==> src/rtl/input_channel_buffer_bank.sv <==
// input_channel_buffer_bank
// This module is a per-PE bank of independent input-channel FIFOs. Each FIFO
// buffers tagged words that arrive from the interconnect. It exposes:
//   - the head word and tag of each channel,
//   - the raw per-channel empty status,
//   - a per-channel "not full" ready signal.
// The decode stage pops channels through the icd mask.
//
// Optional feature: when TIA_INPUT_CHANNEL_COUNT_EN is defined, the module
// also exports the registered per-channel occupancy counts on the
// input_channel_counts port.
//
// Widths come from control.svh. The fallbacks below let this file build on
// its own when that header is not in scope.
`ifndef TIA_NUM_INPUT_CHANNELS
`define TIA_NUM_INPUT_CHANNELS 4
`endif
`ifndef TIA_ICD_WIDTH
`define TIA_ICD_WIDTH `TIA_NUM_INPUT_CHANNELS
`endif
`ifndef TIA_WORD_WIDTH
`define TIA_WORD_WIDTH 32
`endif
`ifndef TIA_TAG_WIDTH
`define TIA_TAG_WIDTH 3
`endif

module input_channel_buffer_bank #(
  parameter int DEPTH = 4
) (
  input  logic                                                clock,
  input  logic                                                reset,
  input  logic [`TIA_NUM_INPUT_CHANNELS-1:0]                  input_channel_valid,
  output logic [`TIA_NUM_INPUT_CHANNELS-1:0]                  input_channel_ready,
  input  logic [`TIA_NUM_INPUT_CHANNELS*`TIA_WORD_WIDTH-1:0]  input_channel_data,
  input  logic [`TIA_NUM_INPUT_CHANNELS*`TIA_TAG_WIDTH-1:0]   input_channel_tags,
  input  logic [`TIA_ICD_WIDTH-1:0]                           icd,
  output logic [`TIA_NUM_INPUT_CHANNELS*`TIA_WORD_WIDTH-1:0]  head_data,
  output logic [`TIA_NUM_INPUT_CHANNELS*`TIA_TAG_WIDTH-1:0]   head_tags,
  output logic [`TIA_NUM_INPUT_CHANNELS-1:0]                  input_channel_empty_status,
  output logic                                                underflow_error
`ifdef TIA_INPUT_CHANNEL_COUNT_EN
  ,
  output logic [`TIA_NUM_INPUT_CHANNELS*($clog2(DEPTH)+1)-1:0] input_channel_counts
`endif
);

  localparam int N     = `TIA_NUM_INPUT_CHANNELS;
  localparam int W     = `TIA_WORD_WIDTH;
  localparam int T     = `TIA_TAG_WIDTH;
  localparam int PTR_W = $clog2(DEPTH);
  localparam int CNT_W = PTR_W + 1;

  // Storage is deliberately left without a reset. The pointers and counts
  // alone decide which entries are live.
  logic [W-1:0]     data_mem [N][DEPTH];
  logic [T-1:0]     tag_mem  [N][DEPTH];

  logic [PTR_W-1:0] head_ptr [N];
  logic [PTR_W-1:0] tail_ptr [N];
  logic [CNT_W-1:0] count    [N];

  logic [N-1:0]     empty;
  logic [N-1:0]     full;
  logic [N-1:0]     push;
  logic [N-1:0]     pop;

  // Per-channel status and handshakes, derived only from registered counts.
  // Because of this, a full channel refuses a push even when it is popped
  // in the same cycle.
  always_comb begin
    empty = '0;
    full  = '0;
    push  = '0;
    pop   = '0;
    for (int i = 0; i < N; i++) begin
      empty[i] = (count[i] == '0);
      full[i]  = (count[i] == CNT_W'(DEPTH));
      push[i]  = input_channel_valid[i] & ~full[i];
      pop[i]   = icd[i] & ~empty[i];
    end
  end

  assign input_channel_ready        = ~full;
  assign input_channel_empty_status = empty;

  // Combinational head read. The value is meaningless while the channel is
  // empty. A word written this cycle only becomes visible after the edge.
  always_comb begin
    head_data = '0;
    head_tags = '0;
    for (int i = 0; i < N; i++) begin
      head_data[i*W +: W] = data_mem[i][head_ptr[i]];
      head_tags[i*T +: T] = tag_mem[i][head_ptr[i]];
    end
  end

  // Write accepted words at the tail slot. A push in the reset cycle is dropped.
  always_ff @(posedge clock) begin
    for (int i = 0; i < N; i++) begin
      if (push[i] && !reset) begin
        data_mem[i][tail_ptr[i]] <= input_channel_data[i*W +: W];
        tag_mem[i][tail_ptr[i]]  <= input_channel_tags[i*T +: T];
      end
    end
  end

  // Pointer and occupancy bookkeeping. Pointers wrap naturally at DEPTH.
  always_ff @(posedge clock) begin
    if (reset) begin
      for (int i = 0; i < N; i++) begin
        head_ptr[i] <= '0;
        tail_ptr[i] <= '0;
        count[i]    <= '0;
      end
    end else begin
      for (int i = 0; i < N; i++) begin
        if (push[i]) tail_ptr[i] <= tail_ptr[i] + PTR_W'(1);
        if (pop[i])  head_ptr[i] <= head_ptr[i] + PTR_W'(1);
        case ({push[i], pop[i]})
          2'b10:   count[i] <= count[i] + CNT_W'(1);
          2'b01:   count[i] <= count[i] - CNT_W'(1);
          default: count[i] <= count[i];
        endcase
      end
    end
  end

  // Sticky flag for any attempt to pop an empty channel. Only reset clears it.
  always_ff @(posedge clock) begin
    if (reset) begin
      underflow_error <= 1'b0;
    end else if (|(icd & empty)) begin
      underflow_error <= 1'b1;
    end
  end

`ifdef TIA_INPUT_CHANNEL_COUNT_EN
  // Pack the registered counts for the count-aware empty-status updaters.
  always_comb begin
    input_channel_counts = '0;
    for (int i = 0; i < N; i++) begin
      input_channel_counts[i*CNT_W +: CNT_W] = count[i];
    end
  end
`endif

endmodule

==> config.mk <==
export PLATFORM = sky130hd
export DESIGN_NAME = input_channel_buffer_bank
export DESIGN_NICKNAME = d
export VERILOG_FILES = /design/src/rtl/input_channel_buffer_bank.sv
export SDC_FILE = /design/constraint.sdc
export NUM_CORES = 1
export LEC_CHECK = 0
export BUFFER_PORTS_ARGS = -buffer_cell sky130_fd_sc_hd__buf_4
export CORE_MARGIN = 4
export CORE_UTILIZATION = 56
export CTS_BUF_LIST = sky130_fd_sc_hd__clkbuf_8
export CTS_CLUSTER_SIZE = 16
export DETAILED_ROUTE_END_ITERATION = 16
export HOLD_SLACK_MARGIN = 0.15
export PLACE_DENSITY = 0.78
export SKIP_CTS_REPAIR_TIMING = 1
export SLEW_MARGIN = 20
export SYNTH_ARGS = -nofsm -noshare
export SYNTH_HDL_FRONTEND = slang
export SYNTH_SLANG_ARGS = --single-unit
export TNS_END_PERCENT = 10
==> constraint.sdc <==
create_clock -name clock -period 2.84 [get_ports clock]
set_input_delay 0.142 -clock clock [delete_from_list [all_inputs] [get_ports clock]]
set_output_delay 0.142 -clock clock [all_outputs]
set_load 0.02 [all_outputs]
======== Yosys cells after proc, flatten, opt, wreduce, memory -nomap -nowiden ========
Memories as Yosys holds them, arrays and structs flattened.
Index checks and enable logic that the tools add are counted.
word-level totals
  memories kept ........................... 5
  output and inout bits ................... 149
  bits in registers ....................... 1
  RAM bits ................................ 588
  input port bits ......................... 150
operators by class
  bitwise gates (word level) .............. 46
  $add $sub $neg .......................... 16
  multiplexer cells ....................... 134
  eq/ne operators ......................... 12
  reduce and logical (&&, ||, !) cells .... 18
  order comparisons ....................... 12
memories
  memory    depth  width  rd ports  clocked after Yosys merged registers in  wr ports  RTL line  RTL
  data_mem  4      128    4         0                                        4         56        logic [W-1:0] data_mem [N][DEPTH];
  tag_mem   4      12     4         0                                        4         57        logic [T-1:0] tag_mem [N][DEPTH];
  count     4      3      4         0                                        4         61        logic [CNT_W-1:0] count [N];
  head_ptr  4      2      4         0                                        4         59        logic [PTR_W-1:0] head_ptr [N];
  tail_ptr  4      2      4         0                                        4         60        logic [PTR_W-1:0] tail_ptr [N];
operators by type and width
  kind                                                        count
  two-way mux 128 bit                                         4
  two-way mux 32 bit                                          12
  binary-select mux 32 bit (select 2 bit)                     4
  demux 32 bit (select 2 bit)                                 4
  two-way mux 3 bit                                           24
  two-way mux 1 bit                                           66
  two-way mux 12 bit                                          4
  binary-select mux 3 bit (select 2 bit)                      4
  demux 3 bit (select 2 bit)                                  4
  >= comparator 3 bit, second input constant                  8
  inverter 2 -> 3 bit                                         8
  OR 1 bit                                                    20
  adder 2 x 1 -> 2 bit, second input constant                 8
  two-way mux 2 bit                                           8
  adder 3 x 1 -> 3 bit, second input constant                 4
  equality test 3 bit, second input constant                  4
  zero test 3 bit                                             4
  less-than comparator 3 x 1 -> 1 bit, second input constant  4
  subtractor 3 x 1 -> 3 bit, second input constant            4
  bitwise AND 1 bit                                           8
  equality test 2 x 1 -> 1 bit, second input constant         4
  equality test 2 bit, second input constant                  4
  logical AND 1 bit                                           8
  inverter 1 bit                                              8
  5 further kinds                                             8

======== Depth between registers and ports, before layout ========
  depth after elaboration ................. 10
  gate-level depth with buffers ........... 9

======== Least setup slack after synthesis ========
OpenSTA, ideal clock, no wires.
  path kind ............................... reg-to-reg
  start point ............................. memory count[0][0] in the netlist's numbering
  end point ............................... memory count[0][2] in the netlist's numbering (data pin)
  stages on the path, launching flop included .. 10
  required time ........................... 2.693 ns
  setup slack ............................. 0.384 ns
  data arrival time ....................... 2.309 ns
  period minus slack after synthesis ...... 2.456 ns
  buffers on the path ..................... 0
  path through ............................ edfxtp_1 > nor3_1 > nand2b_1 > inv_1 > ha_1 > nand2b_1 > fa_1 > xor2_1 > or3_1 > a21oi_1
RTL lines
  element             RTL line
  start: declaration  61

==> summary.txt <==
Outcome
  • Status: complete, no violations

Route
  • Total Wirelength: 45,530 µm
  • Initial DRC count: 855
  • Met2 wire len: 23,840 µm
  • DRT antenna net count: 0
  • Routed WL per cell: 22.14 µm
  • Vias per cell: 5.427
  • Vias: 11,157
  • Metal1 wirelength: 17,580 µm
  • Top sig layer: met4
  • Pre-Repair DR Iteration Count: 4
  • DR WL met3: 3184 µm
  • Remaining DRCs: 0

Cells and area
  • Finished Cell Area: 28,430 µm²
  • NumNets Final: 1,653
  • Layout area overhead: 27.59%
  • Layout Cells excl Fill: 2,056
  • Share of cells above drive strength 1: 38.87%
  • Final-layout fill cell count: 2,109
  • Final core occ: 72.88%

Logic synthesis
  • Synthesized area: 22,280 µm²
  • Most frequent cell after synthesis: edfxtp_1
  • Largest family of logic cells by synthesized area: multiplexers
  • Top post-synthesis cells by count: edfxtp_1, mux4_2, ha_1
  • Ys Warns: 0
  • Netlist cell types: 27
  • Register area share after synthesis: 79.34%
  • Async set or reset register ratio after synthesis: 0%
  • Yosys top cell by area: edfxtp_1
  • Post-Syn Instances: 932
  • Top cells by area, synth: edfxtp_1, mux4_2, ha_1
  • Syn avg cell area: 23.91 µm²
  • Post-synthesis sequential element count: 589
  • Ys flop type: edfxtp_1
  • Post-synthesis xor/xnor area fraction: 0.2752%
  • Post-synthesis simple-gate area fraction: 2.286%
  • Synth top area share: 79.25%
  • Compound-Gate Fraction of Synth Area: 0.4380%
  • EDFF count, synth: 588
  • Synth Area in Adders: 1.786%
  • Syn Nets: 1,112
  • Post-synthesis mux area share: 14.20%

Clock tree
  • Worst-Skew Late Latency: 0.65 ns
  • Cts bufs inserted: 93
  • CTS tree: done
  • Clk slew on worst S/H paths: 0.06 ns
  • Clock buffer depth: 3
  • Root Buffer: clkbuf_8
  • Clk sink count: 589
  • H-tree depth: 3

Power and ir drop
  • VDD IR max: 0.0006624 V
  • Leak Pwr: 9.999 nW
  • Pwr Density: 743.0 nW/µm²

Floorplan
  • Ports: 299
  • Starting Density: 57.12%
  • DIE WIDTH: 207.5 µm
  • Die area: 43,040 µm²
  • Core Region: 39,010 µm²
  • Chip Height: 207.5 µm
  • Core Rows: 72

Worst setup path
  • Worst path cell trace: or3b_1 > nand2_1 > ha_1 > nand2b_1 > fa_1 > xor2_1 > or3_1 > a21oi_1
  • Arr. time, crit path: 3.04 ns
  • Cell class contributing the biggest share of worst-path delay: simple AND/OR/NAND/NOR gates
  • Crit-path max FO: 5
  • Critical Path RT: 3.33 ns
  • WS Path Type: flip-flop to flip-flop
  • CP endpoint kind: flip-flop
  • Crit start category: flip-flop
  • Buf/Inv on CP: 0
  • Slowest stage delay, CP: 0.44 ns
  • Slowest-stage cell, CP: or3b_1

STA
  • RSZ-0062 raised after global routing: false
  • Final min period: 2.547 ns
  • Setup tns final: 0 ns
  • Pins over their slew limit: 0
  • Rel. slew slack: 35.07%
  • Final setup violating endpoints: 0
  • Maximum achievable frequency: 392.7 MHz
  • Clock Skew: 0.03009 ns
  • Endpoints failing hold: 0
  • Worst-Margin Slew: 0.9740 ns
  • Period utilisation layout: 89.67%

GRT
  • Grt total ovfl: 0
  • Tot GR Track Use: 19.70%
  • First-pass GRT wire length: 65,290 µm
  • Antenna violations before repair: 2
  • Largest net degree at the start of global routing: 45
  • Vias in the first global route: 11,196

Place
  • GP Congestion: 0.7480
  • Placed inst area: 25,190 µm²
  • DP HPWL: 26,830 µm
  • DP Cell Count: 1,743
  • Port bufs: 298

Flow run
  • Total of max-cap violations: 0

Worst hold path
  • Hold Crit Class: input port to flip-flop
[registers in the layout (all words and copies together), names as in the netlist]
name,cells
count,12
head_ptr,8
data_mem,512
underflow_error,1
tail_ptr,8
tag_mem,48
[logic make-up (layout without fill, tap and decap cells)]
group                    after synthesis  count (layout)
multiplexers                         141             141
other                                  0               2
adder cells (fa/ha/maj)               30              30
XOR/XNOR                               7               7
AO/OA/AOI/OAI                         14              14
flip-flops                           589             589
AND/OR/NAND/NOR                       89              89
buffers and inverters                 62             666
[power by group]
group	total (mW)	switching [mW]	internal [mW]
registers	10.3	0.153	10.1
logic	4.22	2.26	1.96
clock network	6.63	3.18	3.46
[per-stage QoR]
step           hold WS [ns]  worst slack (ns)  power, mW
6_report             0.2192            0.2934      21.12
4_1_cts             -0.3767            0.2994      21.09
3_3_place_gp         0.3416            0.4208      14.42
3_5_place_dp         0.3437            0.3159      14.52
2_1_floorplan        0.2409            0.3844      12.91
5_1_grt              0.1732            0.1335      22.06
[metal layers]
layer | vias up | global-route usage [%]
met2 | 400 | 31.81
met4 | 0 | 7.114
met3 | 72 | 6.272
met5 | - | 0
li1 | 4982 | -
met1 | 5703 | 25.70
[placed cells by master, fill, tap and decap left out, types with 4 or more instances in the layout]
cell,count
bufinv_16,4
and2_1,16
nor2_1,9
inv_1,53
dlygate4sd3_1,153
and2_2,4
nand2b_1,15
mux4_2,140
xnor2_1,4
edfxtp_1,588
clkinv_1,12
a21oi_1,5
clkinv_2,12
inv_6,4
nor3_1,25
ha_1,27
nand2_1,8
o21bai_1,4
clkbuf_8,94
buf_4,325
buf_12,5
[layout make-up]
| type | count | area, µm² | area share [%] |
|---|---|---|---|
| Sequential cell | 589 | 17680 | 62.18 |
| Tap cell | 518 | 648.1 | 2.280 |
| Antenna cell | 2 | 5.005 | 0.01761 |
| Multi-Input combinational cell | 281 | 4235 | 14.90 |
| Inverter | 25 | 93.84 | 0.3301 |
| Clock inverter | 64 | 402.9 | 1.417 |
| Timing Repair Buffer | 483 | 4071 | 14.32 |
| Clock buffer | 94 | 1294 | 4.551 |
[final timing paths]
| check | slack, ns | from | endpoint | cells after the start |
|---|---|---|---|---|
| setup / recovery | 0.29 | count[0][4] | count[0][5] | 8 |
| setup reg to reg | 0.29 | count[0][4] | count[0][5] | 8 |
| hold reg to reg | 0.60 | count[0][9] | count[0][9] | 1 |
| hold / removal | 0.22 | input_channel_data[118] | data_mem[3][22] | 2 |
(Power assumes the default switching activity.)
